File: config.mk
export PLATFORM = sky130hd
export DESIGN_NAME = btn_event_arbiter
export DESIGN_NICKNAME = d
export VERILOG_FILES = /design/src/rtl/btn_event_arbiter.sv
export SDC_FILE = /design/constraint.sdc
export NUM_CORES = 1
export LEC_CHECK = 0
export BUFFER_PORTS_ARGS = -buffer_cell sky130_fd_sc_hd__buf_2
export CELL_PAD_IN_SITES_DETAIL_PLACEMENT = 1
export CELL_PAD_IN_SITES_GLOBAL_PLACEMENT = 2
export CORE_MARGIN = 5
export CORE_UTILIZATION = 30
export DETAILED_ROUTE_END_ITERATION = 10
export PLACE_DENSITY = 0.73
export SYNTH_ARGS = -nofsm -noshare
export SYNTH_HDL_FRONTEND = slang
export SYNTH_SLANG_ARGS = --single-unit
File: constraint.sdc
create_clock -name clk_sys -period 2.2 [get_ports clk_sys]
set_clock_uncertainty 0.1 [all_clocks]
set_input_delay 0.22 -clock clk_sys [delete_from_list [all_inputs] [get_ports clk_sys]]
set_output_delay 0.22 -clock clk_sys [all_outputs]
set_load 0.01 [all_outputs]
File: src/rtl/btn_event_arbiter.sv
// Button event arbiter: sample-tick divider, press/auto-repeat event
// generation, fixed-priority arbitration and a small valid/ready event FIFO.
module btn_event_arbiter #(
    parameter int                 NUM_BTN      = 5,
    parameter int                 DIV_BITS     = 18,
    parameter int                 FIFO_DEPTH   = 4,
    parameter logic [NUM_BTN-1:0] REPEAT_MASK  = 5'b00110,
    parameter int                 REPEAT_DELAY = 16,
    parameter int                 REPEAT_RATE  = 4
) (
    input  logic                       clk_sys,
    input  logic                       rst_n,
    input  logic [NUM_BTN-1:0]         btn_level,
    output logic                       sample_tick,
    output logic                       evt_valid,
    input  logic                       evt_ready,
    output logic [$clog2(NUM_BTN)-1:0] evt_id,
    output logic                       evt_repeat,
    output logic                       overflow,
    input  logic                       clr_overflow
);

    localparam int ID_W     = $clog2(NUM_BTN);
    localparam int PTR_W    = $clog2(FIFO_DEPTH);
    localparam int CNT_W    = PTR_W + 1;
    localparam int HOLD_MAX = (REPEAT_DELAY > REPEAT_RATE) ? REPEAT_DELAY : REPEAT_RATE;
    localparam int HOLD_W   = $clog2(HOLD_MAX + 1);

    typedef enum logic [1:0] {R_IDLE, R_DELAY, R_RPT} rstate_t;

    logic [DIV_BITS-1:0] div_cnt;
    logic [NUM_BTN-1:0]  btn_prev;
    logic                init;
    logic [NUM_BTN-1:0]  press;
    logic [NUM_BTN-1:0]  pend;
    logic [NUM_BTN-1:0]  pend_sel;
    logic                rep_pend;
    logic [ID_W-1:0]     rep_id;
    logic                have_cand;
    logic                push;
    logic                push_rep;
    logic [ID_W-1:0]     push_id;
    logic                pop;
    logic                full;
    logic                ovf_set;

    rstate_t             state;
    logic [ID_W-1:0]     trk_id;
    logic [HOLD_W-1:0]   hold_cnt;
    logic [HOLD_W-1:0]   hold_nxt;
    logic                trk_any;
    logic [ID_W-1:0]     trk_idx;
    logic                abort;
    logic                fire;

    logic [ID_W:0]       mem [FIFO_DEPTH];
    logic [PTR_W-1:0]    wr_ptr;
    logic [PTR_W-1:0]    rd_ptr;
    logic [CNT_W-1:0]    count;
    logic [ID_W:0]       head;

    always_ff @(posedge clk_sys or negedge rst_n) begin
        if (!rst_n) begin
            div_cnt     <= '0;
            sample_tick <= 1'b0;
        end else begin
            div_cnt     <= div_cnt + DIV_BITS'(1);
            sample_tick <= &div_cnt;
        end
    end

    // init masks the first cycle so a button held through reset is not a press
    always_ff @(posedge clk_sys or negedge rst_n) begin
        if (!rst_n) begin
            btn_prev <= '0;
            init     <= 1'b0;
        end else begin
            btn_prev <= btn_level;
            init     <= 1'b1;
        end
    end

    assign press = btn_level & ~btn_prev & {NUM_BTN{init}};

    always_comb begin
        pend_sel  = '0;
        push_id   = rep_id;
        push_rep  = 1'b1;
        have_cand = rep_pend;
        for (int i = NUM_BTN - 1; i >= 0; i--) begin
            if (pend[i]) begin
                pend_sel  = '0;
                pend_sel[i] = 1'b1;
                push_id   = ID_W'(i);
                push_rep  = 1'b0;
                have_cand = 1'b1;
            end
        end
    end

    assign pop  = evt_valid & evt_ready;
    assign full = (count == CNT_W'(FIFO_DEPTH));
    assign push = have_cand & (~full | pop);

    always_comb begin
        trk_any = 1'b0;
        trk_idx = '0;
        for (int i = NUM_BTN - 1; i >= 0; i--) begin
            if (btn_level[i] & REPEAT_MASK[i]) begin
                trk_any = 1'b1;
                trk_idx = ID_W'(i);
            end
        end
    end

    assign hold_nxt = hold_cnt + HOLD_W'(1);
    assign abort = (state != R_IDLE) &&
                   (!btn_level[trk_id] || (trk_any && (trk_idx < trk_id)));
    assign fire = !abort && sample_tick &&
                  (((state == R_DELAY) && (hold_nxt == HOLD_W'(REPEAT_DELAY))) ||
                   ((state == R_RPT)   && (hold_nxt == HOLD_W'(REPEAT_RATE))));

    always_ff @(posedge clk_sys or negedge rst_n) begin
        if (!rst_n) begin
            state    <= R_IDLE;
            trk_id   <= '0;
            hold_cnt <= '0;
        end else begin
            unique case (state)
                R_IDLE: begin
                    if (trk_any) begin
                        trk_id   <= trk_idx;
                        hold_cnt <= '0;
                        state    <= R_DELAY;
                    end
                end
                R_DELAY, R_RPT: begin
                    if (abort) begin
                        hold_cnt <= '0;
                        state    <= R_IDLE;
                    end else if (fire) begin
                        hold_cnt <= '0;
                        state    <= R_RPT;
                    end else if (sample_tick) begin
                        hold_cnt <= hold_nxt;
                    end
                end
                default: state <= R_IDLE;
            endcase
        end
    end

    // a press or repeat landing on an already-pending request merges and is flagged
    assign ovf_set = (|(press & pend)) | (fire & rep_pend);

    always_ff @(posedge clk_sys or negedge rst_n) begin
        if (!rst_n) begin
            pend     <= '0;
            rep_pend <= 1'b0;
            rep_id   <= '0;
            overflow <= 1'b0;
        end else begin
            pend     <= (pend & ~(push ? pend_sel : '0)) | press;
            rep_pend <= (rep_pend & ~(push & push_rep)) | fire;
            if (fire) rep_id <= trk_id;
            if (ovf_set) overflow <= 1'b1;
            else if (clr_overflow) overflow <= 1'b0;
        end
    end

    always_ff @(posedge clk_sys or negedge rst_n) begin
        if (!rst_n) begin
            wr_ptr <= '0;
            rd_ptr <= '0;
            count  <= '0;
            for (int i = 0; i < FIFO_DEPTH; i++) mem[i] <= '0;
        end else begin
            if (push) begin
                mem[wr_ptr] <= {push_rep, push_id};
                wr_ptr      <= wr_ptr + PTR_W'(1);
            end
            if (pop) rd_ptr <= rd_ptr + PTR_W'(1);
            unique case ({push, pop})
                2'b10:   count <= count + CNT_W'(1);
                2'b01:   count <= count - CNT_W'(1);
                default: ;
            endcase
        end
    end

    assign head       = mem[rd_ptr];
    assign evt_valid  = (count != '0);
    assign evt_id     = evt_valid ? head[ID_W-1:0] : '0;
    assign evt_repeat = evt_valid & head[ID_W];

endmodule
Word-level counts from Yosys, hierarchy flattened
Index checks and enable logic that the tools add are counted.
{"block": "totals", "ff_bits": 68, "in_bits": 9, "output_inout_bits": 7, "elab_cells": 128}
{"block": "op_classes", "addsub": 6, "n_lt_le_gt_ge": 5, "eq_ne": 10, "muxes": 46, "bitwise": 20, "reduce_logical": 23}
{"op": "two-way mux 5 bit", "n": 10}
{"op": "two-way mux 3 bit", "n": 7}
{"op": "bitwise AND 5 bit", "n": 4}
{"op": "adder 18 x 1 -> 18 bit, second input constant", "n": 1}
{"op": "AND reduction 18 bit", "n": 1}
{"op": "bitwise mux 16 bit", "n": 1}
{"op": "two-way mux 1 bit", "n": 15}
{"op": "two-way mux 4 bit", "n": 3}
{"op": "inverter 5 bit", "n": 2}
{"op": "case mux 5 bit (2 select lines)", "n": 1}
{"op": "binary-select mux 4 bit (select 2 bit)", "n": 1}
{"op": "demux 4 bit (select 2 bit)", "n": 1}
{"op": "two-way mux 2 bit", "n": 4}
{"op": "nonzero test 2 bit", "n": 4}
{"op": "logical AND 1 bit", "n": 7}
{"op": "bitwise AND 1 bit", "n": 6}
{"op": ">= comparator 3 bit, second input constant", "n": 2}
{"op": "inverter 2 -> 3 bit", "n": 2}
{"op": "case mux 3 bit (2 select lines)", "n": 1}
{"op": "adder 5 x 1 -> 5 bit, second input constant", "n": 1}
{"op": "== test 5 x 3 -> 1 bit, second input constant", "n": 1}
{"op": "== test 5 bit, second input constant", "n": 1}
{"op": "bitwise OR 5 bit", "n": 1}
{"op": "OR reduction 5 bit", "n": 1}
{"op": "23 further kinds", "n": 32}

Longest topological paths before layout
{"block": "logic_depth", "ltp_word": 12, "mapped_depth": 11, "mapped_depth_nobuf": 10}

Worst setup path before layout
OpenSTA, ideal clock, no wires.
{"block": "synth_timing", "path_kind": "register to register", "startpoint": "register count[0]", "endpoint": "register count[2]", "setup_ns": 0.079, "arrival_time_ns": 2.214, "t_required_ns": 2.021, "slack_ns": -0.193, "stages_incl_launch_ff": 11, "n_path_buf": 1, "period_less_slack_ns": 2.393, "path_cell_list": "dfrtp_1 -> or4b_1 -> o21a_1 -> buf_2 -> inv_1 -> ha_1 -> inv_1 -> fa_1 -> xor2_1 -> nor2_1 -> xor2_1"}
{"block": "synth_between", "elab_chain_cells": 6, "elab_cells_between_ends": 12, "cone_classes": "add/sub (2); eq/ne (3); mux (1); bitwise (4); reduce/logical (2)"}
{"item": "from (decl)", "line": "59", "source": "logic [CNT_W-1:0] count;"}
{"item": "from (signal assigned)", "line": "184", "source": "2'b10: count <= count + CNT_W'(1);"}
{"item": "from (signal assigned)", "line": "185", "source": "2'b01: count <= count - CNT_W'(1);"}
{"item": "nonzero test 3 bit / == test 3 bit (equally long branches)", "line": "192, 102"}
{"item": "bitwise AND 1 bit / inverter 1 bit (equally long branches)", "line": "101, 103"}
{"item": "bitwise OR 1 bit", "line": "103", "source": "assign push = have_cand & (~full | pop);"}
{"item": "bitwise AND 1 bit", "line": "103"}
{"item": "== test 2 x 1 -> 1 bit / == test 2 bit (equally long branches)", "line": "183", "source": "unique case ({push, pop})"}
{"item": "case mux 3 bit (2 select lines) / nonzero test 2 bit (equally long branches)"}
Parallel ways exist; a longest one is shown, timed or not.
A chain may end at the register's enable or synchronous reset.

Final worst setup path
{"block": "layout_timing", "startpoint": "register count[1]", "endpoint": "register count[2]"}
Same word-level chain as after synthesis.

==> impl_metrics.tcl <==
set metrics [dict create \
    status "complete, but fails checks" \
    violations "setup timing" \
    finalHoldViolations 0 \
    clk_latency_ns 0.34 \
    criticalPathCategory "reg2reg" \
    cts_tree "done" \
    grt_max_degree 67 \
    ant_nets 0 \
    finalNonFillerCells 489 \
    timing.final.ws_setup_ns -0.0213 \
    synth_compound_area_share_pct 10.7 \
    clk_pin_slew_worst_paths_ns 0.07 \
    fill_cells 1198 \
    syn_to_final_growth_pct 25.6 \
    finalSetupTns_ns -0.0213 \
    antenna_found_initial 0 \
    powerDensity_nw_per_um2 1110 \
    vias 2297 \
    min_from "btn_level[2]" \
    ios 16 \
    cp_slowest_cell "or4b_4" \
    placement.io_buffers 15 \
    post-place-cells 462 \
    die_h_um 116 \
    hpwl_um 5100 \
    synth.mux.area_fraction_pct 9.86 \
    yosys-top-cells-area "dfrtp_1 (49%), mux2_1 (5.4%), ha_1 (4.9%), xnor2_1 (4.4%), mux4_2 (2.7%)" \
    synthAdderAreaFrac_pct 5.45 \
    max_freq_ghz 0.450 \
    nets 367 \
    rsz0062_at_grt "true" \
    finalWirelength_um 7050 \
    wl_per_cell_um 14.4 \
    avgViaCountPerCell 4.70 \
    cts_num_sinks 66 \
    setup_viol 1 \
    synthSimpleGateAreaFrac_pct 15.8 \
    max_cap_viol_count 0 \
    rr_startpoint "count[1]$_DFFE_PN0P_" \
    groute.usage.overall_pct 11.7 \
    placed_area_um2 3850 \
    root_buffer "clkbuf_8" \
    die_w_um 116 \
    min_path_type "in2reg" \
    critPathTopFamily "simple AND/OR/NAND/NOR gates" \
    fin_crit_sh_pct 101 \
    grt_pass1_wl_um 12100 \
    ys_ff_latch 66 \
    endpoint_kind "flop" \
    fin_area_um2 4210 \
    grt_overflow_total 0 \
    syn_nets 303 \
    holdWs_ns 0.0388 \
    drcViolationCount 0 \
    antenna_cells 0 \
    path_cells "or4b_4 > o21a_1 > inv_4 > ha_4 > inv_2 > fa_2 > xor2_1 > nor2_1 > xor2_1" \
    synth.avg_cell_area_um2 12.0 \
    synth_cell_type_count 58 \
    yosys.area_share.xor_xnor_pct 6.01 \
    worstSetupStartpoint "count[1]$_DFFE_PN0P_" \
    min_period_ns 2.22 \
    crit_buf_inv 2 \
    gp_congestion 0.709 \
    crit_top_cell "xor2_1" \
    async_flop_share_pct 100 \
    synth_top_area_share_pct 49.3 \
    synth.yosys.warnings 0 \
    first_global_vias 2458 \
    drt_iter0_drc 70 \
    leakage_nw 2.00 \
    num_rows 38 \
    area.sequential_um2 1650 \
    dominantRegCellSynth "dfrtp_1" \
    arrival_ns 2.38 \
    worst-path-max-fanout 2 \
    multi_input_area_um2 1650 \
    irDropWorstVdd_mv 0.446 \
    crit_path_max_incr_delay_ns 0.52 \
    synth.cell_area_um2 3350 \
    synth-edff-count 0 \
    synth_top_family_by_area "simple AND/OR/NAND/NOR gates" \
    drv_slew 0 \
    dieArea_um2 13400 \
    yosysSeqAreaShare_pct 49.3 \
    cts_made_buffers 9 \
    layout-drive-gt1-share_pct 30.1 \
    start_util_pct 30.8 \
    synth_top_area_cell "dfrtp_1" \
    dr.pass1.iters 4 \
    cts_max_level 3 \
    cp-start-kind "flop" \
    syn_inst 280 \
    core_um2 10900 \
    clk_path_buf_depth 2 \
    crit_required_ns 2.36 \
]
repair_timing:
action | in CTS | in global routing
setup buffers | 2 | 5
pin swaps | 5 | 4
hold buffers | 4 | 0
gates resized for setup | 2 | 7
setup endpoints to repair | 1 | 17
gates cloned | 0 | 0
hold endpoints to repair | 69 | 0
path summary, 6_finish.rpt:
check | to | slack, ns | cells past startpoint
worst max-delay path | count[2]$_DFFE_PN0P_ | -0.02 | 9
worst min-delay path | btn_prev[2]$_DFF_PN0_ | 0.04 | 2
worst max register to register | count[2]$_DFFE_PN0P_ | -0.02 | 9
worst min register to register | div_cnt[17]$_DFF_PN0_ | 0.37 | 1
max in group asynchronous | state[0]$_DFFE_PN0P_ | 1.33 | 3
min in group asynchronous | div_cnt[17]$_DFF_PN0_ | 0.34 | 3
through the flow:
step / worst slack (ns) / total power [mW] / utilization [%]
3_5_place_dp: -0.0968 / 3.38 / 35.3
6_report: -0.0213 / 4.68 / 38.6
5_1_grt: -0.129 / 5.01 / 38.6
2_1_floorplan: -0.0850 / 2.76 / -
4_1_cts: -0.0375 / 4.68 / 38.1
3_3_place_gp: 0.00486 / 3.32 / 35.3
metal layers:
layer  global-route usage [%]  vias to the layer above  part of all wire, %
met1                     14.6                     1151                   46
met4                     5.80                        0                  2.3
met5                        0                        -                    0
met2                     19.5                       23                   50
li1                         -                     1114                    -
met3                     2.04                        9                  2.2
flip-flops by register name (all words and copies together), names as in the netlist, 3 cells and up:
name      flops
btn_prev      5
count         3
div_cnt      18
hold_cnt      5
mem          16
pend          5
cell type report:
| type | instances | share of cell area, % |
|---|---|---|
| clock buffer | 9 | 2.94 |
| clock inverter | 7 | 2.80 |
| inverter | 15 | 1.40 |
| multi-input combinational | 193 | 39.3 |
| sequential | 66 | 39.3 |
| tap | 140 | 4.16 |
| timing repair buffer | 59 | 10.2 |
power breakdown:
| group | switching [mW] | internal, mW |
|---|---|---|
| clock network | 0.488 | 0.752 |
| registers | 0.182 | 1.47 |
| logic | 0.840 | 0.953 |
| total | 1.51 | 3.18 |
cell usage after synthesis, types with 5 or more instances:
master,instances
inv_1,15
xor2_1,6
a21oi_1,5
nand2_1,23
o21ai_0,6
mux2_1,16
nor2_1,10
nand3_1,12
dfrtp_1,66
ha_1,13
nor2b_1,5
and2_1,5
nand2b_1,6
xnor2_1,17
and3_1,8
a22o_1,5
cell usage in the layout (no fill, tap or decap), types with 3 or more instances in the layout:
master / Yosys / layout
a21oi_1: 5 / 5
a22o_1: 5 / 5
and2_1: 5 / 4
and3_1: 8 / 8
and4_1: 3 / 3
buf_2: 3 / 15
buf_4: 0 / 39
bufinv_16: 0 / 3
clkbuf_8: 0 / 9
dfrtp_1: 66 / 65
dlygate4sd3_1: 0 / 4
ha_1: 13 / 10
inv_1: 15 / 12
mux2_1: 16 / 16
mux2i_1: 3 / 3
mux4_2: 4 / 4
nand2_1: 23 / 22
nand2b_1: 6 / 6
nand3_1: 12 / 12
nand3b_1: 3 / 3
nor2_1: 10 / 10
nor2b_1: 5 / 5
o21ai_0: 6 / 6
o21ai_1: 3 / 3
xnor2_1: 17 / 17
xor2_1: 6 / 6
cells by family (layout without fill, tap and decap cells):
logic type      after synthesis  after routing
fa+ha+maj                    14             14
buf+inv                      21             90
compound gates               41             41
other cells                   1              1
simple gates                 89             89
mux                          25             25
xor+xnor                     23             23
flops                        66             66
worst reg2reg max path, stage by stage, from the launching register on:
cell and delay, ns:
dfrtp_1 0.39, or4b_4 0.52, o21a_1 0.16, inv_4 0.06, ha_4 0.12, inv_2 0.03, fa_2 0.33, xor2_1 0.15
nor2_1 0.11, xor2_1 0.17
(Power assumes the default switching activity.)
